===== src/rtl/pingpong_line_ctrl_if.sv =====
// Pixel-in / FIFO-write / read-select bundle between the camera-side environment
// and the ping-pong line controller.
interface pingpong_line_ctrl_if #(
  parameter int DATA_WIDTH = 16,
  parameter int CNT_WIDTH  = 11
);
  logic                  i_vsync;
  logic                  i_href;
  logic                  i_pixel_valid;
  logic [DATA_WIDTH-1:0] i_pixel_data;
  logic                  o_fifo1_wr_en;
  logic                  o_fifo2_wr_en;
  logic [DATA_WIDTH-1:0] o_wr_data;
  logic                  i_fifo_rd_en;
  logic                  o_fifo_choose;
  logic                  o_line_ready;
  logic [CNT_WIDTH-1:0]  o_line_len;
  logic                  o_line_done;
  logic                  o_overflow;
  logic                  o_rd_err;
  logic [11:0]           o_line_cnt;

  modport master (
    output i_vsync, i_href, i_pixel_valid, i_pixel_data, i_fifo_rd_en,
    input  o_fifo1_wr_en, o_fifo2_wr_en, o_wr_data, o_fifo_choose, o_line_ready,
    input  o_line_len, o_line_done, o_overflow, o_rd_err, o_line_cnt
  );

  modport slave (
    input  i_vsync, i_href, i_pixel_valid, i_pixel_data, i_fifo_rd_en,
    output o_fifo1_wr_en, o_fifo2_wr_en, o_wr_data, o_fifo_choose, o_line_ready,
    output o_line_len, o_line_done, o_overflow, o_rd_err, o_line_cnt
  );
endinterface


===== src/rtl/pingpong_line_ctrl.sv =====
// Ping-pong write scheduler for two line FIFOs: one video line per buffer, read-side select and drain tracking.
// Optional per-frame committed-line counter enabled by defining PINGPONG_LINE_CNT_EN.
module pingpong_line_ctrl #(
  parameter int DATA_WIDTH = 16,
  parameter int FIFO_DEPTH = 1024,
  parameter int CNT_WIDTH  = 11
) (
  input logic                 clk,
  input logic                 rst_n,
  pingpong_line_ctrl_if.slave bus
);

  localparam logic [CNT_WIDTH-1:0] DEPTH_C = CNT_WIDTH'(FIFO_DEPTH);
  localparam logic [CNT_WIDTH-1:0] ONE_C   = CNT_WIDTH'(1);

  typedef enum logic [1:0] {B_EMPTY = 2'd0, B_FILLING = 2'd1, B_FULL = 2'd2, B_DRAINING = 2'd3} buf_st_t;
  typedef enum logic [1:0] {W_IDLE = 2'd0, W_WAIT = 2'd1, W_FILL = 2'd2, W_DROP = 2'd3} wr_st_t;

  wr_st_t                r_wr_st, w_wr_st_nxt;
  buf_st_t               r_buf_st [2];
  buf_st_t               w_buf_st_nxt [2];
  logic [CNT_WIDTH-1:0]  r_len [2];
  logic [CNT_WIDTH-1:0]  w_len_nxt [2];
  logic [CNT_WIDTH-1:0]  r_rem [2];
  logic [CNT_WIDTH-1:0]  w_rem_nxt [2];
  logic [CNT_WIDTH-1:0]  r_cnt;
  logic                  r_href_d, r_vsync_d;
  logic                  r_wr_sel, r_rd_sel, w_rd_sel_nxt;
  logic                  r_fifo1_wr_en, r_fifo2_wr_en;
  logic [DATA_WIDTH-1:0] r_wr_data;
  logic                  r_line_ready, r_line_done, r_overflow, r_rd_err;
  logic [CNT_WIDTH-1:0]  r_line_len;

  logic w_href_rise, w_href_fall, w_vsync_rise, w_vsync_fall;
  logic w_start_fill, w_start_drop, w_pix_wr, w_trunc, w_commit, w_abandon;
  logic w_ready, w_rd_err;

  assign w_href_rise  = bus.i_href & ~r_href_d;
  assign w_href_fall  = ~bus.i_href & r_href_d;
  assign w_vsync_rise = bus.i_vsync & ~r_vsync_d;
  assign w_vsync_fall = ~bus.i_vsync & r_vsync_d;
  assign w_ready      = (r_buf_st[r_rd_sel] == B_FULL) || (r_buf_st[r_rd_sel] == B_DRAINING);

  // Write FSM state register and framing edge delays.
  always_ff @(posedge clk or negedge rst_n) begin
    if (!rst_n) begin
      r_wr_st   <= W_IDLE;
      r_href_d  <= 1'b0;
      r_vsync_d <= 1'b0;
    end else begin
      r_wr_st   <= w_wr_st_nxt;
      r_href_d  <= bus.i_href;
      r_vsync_d <= bus.i_vsync;
    end
  end

  // Write FSM next state and per-cycle write-side events; vsync rise overrides everything.
  always_comb begin
    w_wr_st_nxt  = r_wr_st;
    w_start_fill = 1'b0;
    w_start_drop = 1'b0;
    w_pix_wr     = 1'b0;
    w_trunc      = 1'b0;
    w_commit     = 1'b0;
    w_abandon    = 1'b0;
    if (w_vsync_rise) begin
      w_wr_st_nxt = W_IDLE;
    end else begin
      case (r_wr_st)
        W_IDLE: begin
          if (w_vsync_fall) w_wr_st_nxt = W_WAIT;
          else              w_wr_st_nxt = W_IDLE;
        end
        W_WAIT: begin
          if (w_href_rise && !bus.i_vsync) begin
            // A buffer freed by a read this very cycle still reads as busy here.
            if (r_buf_st[r_wr_sel] == B_EMPTY) begin
              w_wr_st_nxt  = W_FILL;
              w_start_fill = 1'b1;
              w_pix_wr     = bus.i_pixel_valid;
            end else begin
              w_wr_st_nxt  = W_DROP;
              w_start_drop = 1'b1;
            end
          end else begin
            w_wr_st_nxt = W_WAIT;
          end
        end
        W_FILL: begin
          if (w_href_fall) begin
            w_wr_st_nxt = W_WAIT;
            if (r_cnt != '0) w_commit  = 1'b1;
            else             w_abandon = 1'b1;
          end else if (bus.i_href && bus.i_pixel_valid) begin
            if (r_cnt < DEPTH_C) w_pix_wr = 1'b1;
            else                 w_trunc  = 1'b1;
          end else begin
            w_wr_st_nxt = W_FILL;
          end
        end
        W_DROP: begin
          if (w_href_fall) w_wr_st_nxt = W_WAIT;
          else             w_wr_st_nxt = W_DROP;
        end
        default: w_wr_st_nxt = W_IDLE;
      endcase
    end
  end

  // Buffer bookkeeping: reads touch FULL/DRAINING, writes touch EMPTY/FILLING, so both can land together.
  always_comb begin
    for (int b = 0; b < 2; b++) begin
      w_buf_st_nxt[b] = r_buf_st[b];
      w_len_nxt[b]    = r_len[b];
      w_rem_nxt[b]    = r_rem[b];
    end
    w_rd_sel_nxt = r_rd_sel;
    w_rd_err     = 1'b0;
    if (bus.i_fifo_rd_en) begin
      if (w_ready) begin
        w_rem_nxt[r_rd_sel] = r_rem[r_rd_sel] - ONE_C;
        if (r_rem[r_rd_sel] == ONE_C) begin
          w_buf_st_nxt[r_rd_sel] = B_EMPTY;
          w_rd_sel_nxt           = ~r_rd_sel;
        end else begin
          w_buf_st_nxt[r_rd_sel] = B_DRAINING;
        end
      end else begin
        w_rd_err = 1'b1;
      end
    end else begin
      w_rd_err = 1'b0;
    end
    if (w_vsync_rise) begin
      for (int b = 0; b < 2; b++) begin
        if (r_buf_st[b] == B_FILLING) w_buf_st_nxt[b] = B_EMPTY;
        else                          w_buf_st_nxt[b] = w_buf_st_nxt[b];
      end
    end else if (w_start_fill) begin
      w_buf_st_nxt[r_wr_sel] = B_FILLING;
    end else if (w_commit) begin
      w_buf_st_nxt[r_wr_sel] = B_FULL;
      w_len_nxt[r_wr_sel]    = r_cnt;
      w_rem_nxt[r_wr_sel]    = r_cnt;
    end else if (w_abandon) begin
      w_buf_st_nxt[r_wr_sel] = B_EMPTY;
    end else begin
      w_rd_sel_nxt = w_rd_sel_nxt;
    end
  end

  // Buffer state, selects, pixel counter and registered outputs.
  always_ff @(posedge clk or negedge rst_n) begin
    if (!rst_n) begin
      for (int b = 0; b < 2; b++) begin
        r_buf_st[b] <= B_EMPTY;
        r_len[b]    <= '0;
        r_rem[b]    <= '0;
      end
      r_cnt         <= '0;
      r_wr_sel      <= 1'b0;
      r_rd_sel      <= 1'b0;
      r_fifo1_wr_en <= 1'b0;
      r_fifo2_wr_en <= 1'b0;
      r_wr_data     <= '0;
      r_line_ready  <= 1'b0;
      r_line_len    <= '0;
      r_line_done   <= 1'b0;
      r_overflow    <= 1'b0;
      r_rd_err      <= 1'b0;
    end else begin
      for (int b = 0; b < 2; b++) begin
        r_buf_st[b] <= w_buf_st_nxt[b];
        r_len[b]    <= w_len_nxt[b];
        r_rem[b]    <= w_rem_nxt[b];
      end
      if (w_start_fill)  r_cnt <= {{(CNT_WIDTH-1){1'b0}}, bus.i_pixel_valid};
      else if (w_pix_wr) r_cnt <= r_cnt + ONE_C;
      if (w_commit) r_wr_sel <= ~r_wr_sel;
      r_rd_sel      <= w_rd_sel_nxt;
      r_fifo1_wr_en <= w_pix_wr & ~r_wr_sel;
      r_fifo2_wr_en <= w_pix_wr & r_wr_sel;
      if (w_pix_wr) r_wr_data <= bus.i_pixel_data;
      // Ready/length are registered from next-state so they track the buffer registers with no lag.
      r_line_ready  <= (w_buf_st_nxt[w_rd_sel_nxt] == B_FULL) || (w_buf_st_nxt[w_rd_sel_nxt] == B_DRAINING);
      r_line_len    <= w_len_nxt[w_rd_sel_nxt];
      r_line_done   <= w_commit;
      r_overflow    <= r_overflow | w_start_drop | w_trunc;
      r_rd_err      <= r_rd_err | w_rd_err;
    end
  end

  assign bus.o_fifo1_wr_en = r_fifo1_wr_en;
  assign bus.o_fifo2_wr_en = r_fifo2_wr_en;
  assign bus.o_wr_data     = r_wr_data;
  assign bus.o_fifo_choose = r_rd_sel;
  assign bus.o_line_ready  = r_line_ready;
  assign bus.o_line_len    = r_line_len;
  assign bus.o_line_done   = r_line_done;
  assign bus.o_overflow    = r_overflow;
  assign bus.o_rd_err      = r_rd_err;

`ifdef PINGPONG_LINE_CNT_EN
  logic [11:0] r_line_cnt;

  // Committed-line counter, saturating, cleared at the start of vertical blanking.
  always_ff @(posedge clk or negedge rst_n) begin
    if (!rst_n) begin
      r_line_cnt <= 12'd0;
    end else if (w_vsync_rise) begin
      r_line_cnt <= 12'd0;
    end else if (w_commit && (r_line_cnt != 12'hFFF)) begin
      r_line_cnt <= r_line_cnt + 12'd1;
    end
  end

  assign bus.o_line_cnt = r_line_cnt;
`else
  assign bus.o_line_cnt = 12'd0;
`endif

endmodule


===== src/flat_wrapper.sv =====
// flat-port wrapper written by rule: the top's interface ports become plain ports
module pingpong_line_ctrl_flat 
#(
  parameter int DATA_WIDTH = 16,
  parameter int FIFO_DEPTH = 1024,
  parameter int CNT_WIDTH  = 11
)
  (clk, rst_n, bus_i_vsync, bus_i_href, bus_i_pixel_valid, bus_i_pixel_data, bus_i_fifo_rd_en, bus_o_fifo1_wr_en, bus_o_fifo2_wr_en, bus_o_wr_data, bus_o_fifo_choose, bus_o_line_ready, bus_o_line_len, bus_o_line_done, bus_o_overflow, bus_o_rd_err, bus_o_line_cnt);
  pingpong_line_ctrl_if #(.DATA_WIDTH(DATA_WIDTH), .CNT_WIDTH(CNT_WIDTH)) bus_i ();
  input logic clk;
  input logic rst_n;
  input wire logic [$bits(bus_i.i_vsync)-1:0] bus_i_vsync;
  input wire logic [$bits(bus_i.i_href)-1:0] bus_i_href;
  input wire logic [$bits(bus_i.i_pixel_valid)-1:0] bus_i_pixel_valid;
  input wire logic [$bits(bus_i.i_pixel_data)-1:0] bus_i_pixel_data;
  input wire logic [$bits(bus_i.i_fifo_rd_en)-1:0] bus_i_fifo_rd_en;
  output wire logic [$bits(bus_i.o_fifo1_wr_en)-1:0] bus_o_fifo1_wr_en;
  output wire logic [$bits(bus_i.o_fifo2_wr_en)-1:0] bus_o_fifo2_wr_en;
  output wire logic [$bits(bus_i.o_wr_data)-1:0] bus_o_wr_data;
  output wire logic [$bits(bus_i.o_fifo_choose)-1:0] bus_o_fifo_choose;
  output wire logic [$bits(bus_i.o_line_ready)-1:0] bus_o_line_ready;
  output wire logic [$bits(bus_i.o_line_len)-1:0] bus_o_line_len;
  output wire logic [$bits(bus_i.o_line_done)-1:0] bus_o_line_done;
  output wire logic [$bits(bus_i.o_overflow)-1:0] bus_o_overflow;
  output wire logic [$bits(bus_i.o_rd_err)-1:0] bus_o_rd_err;
  output wire logic [$bits(bus_i.o_line_cnt)-1:0] bus_o_line_cnt;
  assign bus_i.i_vsync = bus_i_vsync;
  assign bus_i.i_href = bus_i_href;
  assign bus_i.i_pixel_valid = bus_i_pixel_valid;
  assign bus_i.i_pixel_data = bus_i_pixel_data;
  assign bus_i.i_fifo_rd_en = bus_i_fifo_rd_en;
  assign bus_o_fifo1_wr_en = bus_i.o_fifo1_wr_en;
  assign bus_o_fifo2_wr_en = bus_i.o_fifo2_wr_en;
  assign bus_o_wr_data = bus_i.o_wr_data;
  assign bus_o_fifo_choose = bus_i.o_fifo_choose;
  assign bus_o_line_ready = bus_i.o_line_ready;
  assign bus_o_line_len = bus_i.o_line_len;
  assign bus_o_line_done = bus_i.o_line_done;
  assign bus_o_overflow = bus_i.o_overflow;
  assign bus_o_rd_err = bus_i.o_rd_err;
  assign bus_o_line_cnt = bus_i.o_line_cnt;
  pingpong_line_ctrl #(.DATA_WIDTH(DATA_WIDTH), .FIFO_DEPTH(FIFO_DEPTH), .CNT_WIDTH(CNT_WIDTH)) u_core (.clk(clk), .rst_n(rst_n), .bus(bus_i));
endmodule

===== config.mk =====
export PLATFORM = sky130hd
export DESIGN_NAME = pingpong_line_ctrl_flat
export DESIGN_NICKNAME = d
export VERILOG_FILES = /design/src/rtl/pingpong_line_ctrl_if.sv /design/src/rtl/pingpong_line_ctrl.sv /design/src/flat_wrapper.sv
export SDC_FILE = /design/constraint.sdc
export NUM_CORES = 1
export LEC_CHECK = 0
export CAP_MARGIN = 15
export CORE_MARGIN = 4
export CORE_UTILIZATION = 51
export CTS_BUF_LIST = sky130_fd_sc_hd__clkbuf_8
export CTS_CLUSTER_DIAMETER = 100
export CTS_CLUSTER_SIZE = 14
export DETAILED_ROUTE_END_ITERATION = 6
export MAX_ROUTING_LAYER = met4
export PLACE_DENSITY = 0.81
export SLEW_MARGIN = 10
export SYNTH_ARGS = -nofsm -noshare
export SYNTH_HDL_FRONTEND = slang
export SYNTH_SLANG_ARGS = --single-unit

===== constraint.sdc =====
create_clock -name clk -period 2.1 [get_ports clk]
set_input_delay 0.42 -clock clk [delete_from_list [all_inputs] [get_ports clk]]
set_output_delay 0.42 -clock clk [all_outputs]
set_load 0.02 [all_outputs]

==> impl_metrics.json <==
{
  "fp-row-count": 35,
  "p_leak_nw": 3.135,
  "ios": 68,
  "grt_pass1_vias": 3951,
  "syn_area_mm2": 0.004850,
  "powerDensity_mw_per_mm2": 668.2,
  "antenna_cells": 0,
  "grt-ovfl-total": 0,
  "drt_pass1_iterations": 5,
  "synth_top_area_share_pct": 50.57,
  "clk_path_buf_depth": 2,
  "grt_usage_pct": 21.71,
  "fin_skew_ps": 13.48,
  "hold_viol": 0,
  "ys.flop_type": "dfrtp_1",
  "grt_max_degree": 41,
  "power_frac_clock_pct": 30.6,
  "htreeDepth": 3,
  "netlist_instances": 452,
  "ys_ff_latch": 98,
  "worstMarginPinSlew_ps": 544.0,
  "placed_area_mm2": 0.005898,
  "globalRoute.busiestLayer": "met2",
  "rrSetupSlack_ps": -60,
  "antenna_left": 0,
  "setup_slack_ps": -63.28,
  "total_power_mw": 4.203,
  "fin_setup_tns_ps": -382.3,
  "wl_per_cell_um": 16.76,
  "dieArea_mm2": 0.01113,
  "ys_seq_area_share_pct": 50.57,
  "max_cap_violations": 0,
  "viasPerCell": 5.441,
  "synth_warnings": 0,
  "cts_hold_buf": 0,
  "r2r_start": "u_core.bus.o_fifo_choose",
  "vias": 3760,
  "dieHeight_um": 105.5,
  "initial_utilization_pct": 52.48,
  "clock_sinks": 98,
  "syn_avg_cell_area_um2": 10.73,
  "drive_above_1_share_pct": 22.78,
  "worstPathArrival_ps": 2460,
  "final_util_pct": 68.07,
  "cpPeakStageDelay_ps": 450,
  "remaining_drc_errors": 0,
  "rsz0062_at_grt": "yes",
  "dp_hpwl_um": 8072,
  "cts_root_buffer": "clkbuf_8",
  "use_met3_pct": 4.287,
  "r2r_cells": 7,
  "drv_slew": 0,
  "cp.required_ps": 2400,
  "crit_path_end_kind": "flop",
  "comb_power_share_pct": 20.2,
  "cts_buffers": 9,
  "violations": "negative setup slack",
  "ys_types": 60,
  "yosysMostFrequentCell": "dfrtp_1",
  "cpMaxStageDelayCell": "dfrtp_2",
  "clk-insertion-delay-late_ps": 370,
  "met2_usage_pct": 35.29,
  "fmax_ghz": 0.4623,
  "final_area_mm2": 0.006290,
  "grt_pass1_wl_um": 18840,
  "stdcell_count": 691,
  "nNetsFinal": 587,
  "critical_path_class": "flop to flop",
  "min_path_type": "input port to async pin",
  "core_mm2": 0.009240,
  "async_reset_ff_share_pct": 100.0,
  "p_sw_mw": 1.241,
  "cts.clk_slew.worst_paths_ps": 100,
  "power.internal_mw": 2.962,
  "drt_iter0_markers": 265,
  "min_period_ps": 2163,
  "slew-limit-headroom_pct": 63.73,
  "finalSetupViolCount": 12,
  "synth_edf_count": 0,
  "dpl.cell_count": 669,
  "vdd_ir_drop_max_mv": 0.4477,
  "die-width_um": 105.5,
  "yosysTopAreaCell": "dfrtp_1",
  "cts_tree": "yes",
  "cp_cell_sequence": "mux2i_2 > ha_2 > o21ai_2 > nor4_4 > a2bb2oi_4 > clkbuf_16 > mux2i_1",
  "grt_use_met1_pct": 27.41,
  "grt_antenna_before_repair": 0,
  "portBuffers": 55,
  "regToRegEndpoint": "u_core.bus.o_line_len[0]",
  "place_ws_ps": -178.9,
  "area_growth_syn_to_layout_pct": 29.70,
  "path_max_fanout": 6,
  "wl_um": 11580,
  "worst_hold_slack_ps": 30.86,
  "synth_area_leaders": "dfrtp_1, mux2i_1, mux2_2, o21ai_0, buf_4",
  "routabilityCongestion": 0.9082,
  "synthTopCellsByCount": "dfrtp_1, mux2i_1, inv_1, nand2_1, o21ai_0",
  "critPathLaunchType": "flop",
  "finalCritPeriodShare_pct": 103.0,
  "p_seq_share_pct": 49.2,
  "p_sw_share_pct": 29.52,
  "outcome": "finished with violations"
}
## critical path, delay by kind of cell, from the launching register on
kind | cells | cell delay (ps)
multiplexers | 2 | 450
buffers and inverters | 1 | 220
adder cells (fa/ha/maj) | 1 | 240
flip-flops | 1 | 450
AO/OA/AOI/OAI | 2 | 390
AND/OR/NAND/NOR | 1 | 330
## cell usage in the layout (no fill, tap or decap), types with 8 or more instances in the layout
master	count
mux2_2	17
clkbuf_8	9
dfrtp_1	97
xor2_1	8
xnor2_1	15
buf_4	57
clkdlybuf4s50_1	53
inv_1	34
nor3_1	15
nor2_1	22
a21oi_1	10
o21ai_0	27
nand2_1	34
conb_1	12
mux2i_1	39
## metal layers
| metal | wire [um] | part of all wire, % |
|---|---|---|
| met5 | 0 | 0 |
| met4 | 265 | 2.3 |
| met2 | 5877 | 51 |
| met1 | 4795 | 41 |
| met3 | 642 | 5.5 |
## area by class of cell
class	instances	area [um2]
multi-input cells	295	2216
repair buffers	119	1124
well taps	129	161.4
inverters	34	127.6
clock inverters	7	83.83
flip-flops and latches	98	2454
clock buffers	9	123.9
fillers	677	2950
## sequential cells by signal (all words and copies together) (netlist names)
signal                    cells
u_core.bus.o_line_done        1
u_core.bus.o_rd_err           1
u_core.r_rem                 22
u_core.bus.o_fifo1_wr_en      1
u_core.bus.o_line_ready       1
u_core.bus.o_line_len        11
u_core.bus.o_overflow         1
u_core.r_buf_st               4
u_core.bus.o_fifo2_wr_en      1
u_core.r_wr_st                2
u_core.r_wr_sel               1
u_core.bus.o_wr_data         16
u_core.bus.o_fifo_choose      1
u_core.r_href_d               1
u_core.r_cnt                 11
u_core.r_vsync_d              1
u_core.r_len                 22
## cell families (layout without fill, tap and decap cells)
group	Yosys count	after routing	synth area share (%)
simple gates	119	119	13.29
flops	98	98	50.57
compound gates	74	74	9.882
buf+inv	70	169	7.327
mux	59	59	12.64
xor+xnor	23	23	4.154
fa+ha+maj	8	8	2.064
other cells	1	12	0.07733
## timing repair
| action | 4_1_cts | 5_1_grt |
|---|---|---|
| buffers inserted | 1 | 4 |
| gates cloned | 0 | 1 |
| setup endpoints to repair | 16 | 28 |
| pin swaps | 1 | 6 |
| gates resized for setup | 5 | 17 |
## worst max path at each step
stage	start	end	slack, ps	cells after the start
floorplan	u_core.bus.o_fifo_choose	u_core.bus.o_line_len[6]	-170	9
global placement	bus_i_vsync	u_core.r_cnt[8]	-120	7
detailed placement	bus_i_href	u_core.bus.o_line_len[0]	-180	8
CTS	u_core.bus.o_fifo_choose	u_core.bus.o_line_len[1]	-10	8
global route	u_core.bus.o_fifo_choose	u_core.bus.o_line_len[4]	-140	7
finish	u_core.bus.o_fifo_choose	u_core.bus.o_line_len[0]	-60	7
## power by group through the flow
stage / Clock [mW] / Sequential [mW] / Combinational (mW)
after CTS: 1.31 / 2.07 / 0.822
final: 1.28 / 2.07 / 0.849
after detailed placement: 0 / 2.10 / 0.810
after floorplan: 0 / 2.18 / 0.348
after global routing: 1.39 / 2.08 / 0.921
after global placement: 0 / 2.09 / 0.783
Note: power is estimated with default switching activity, not from simulation.
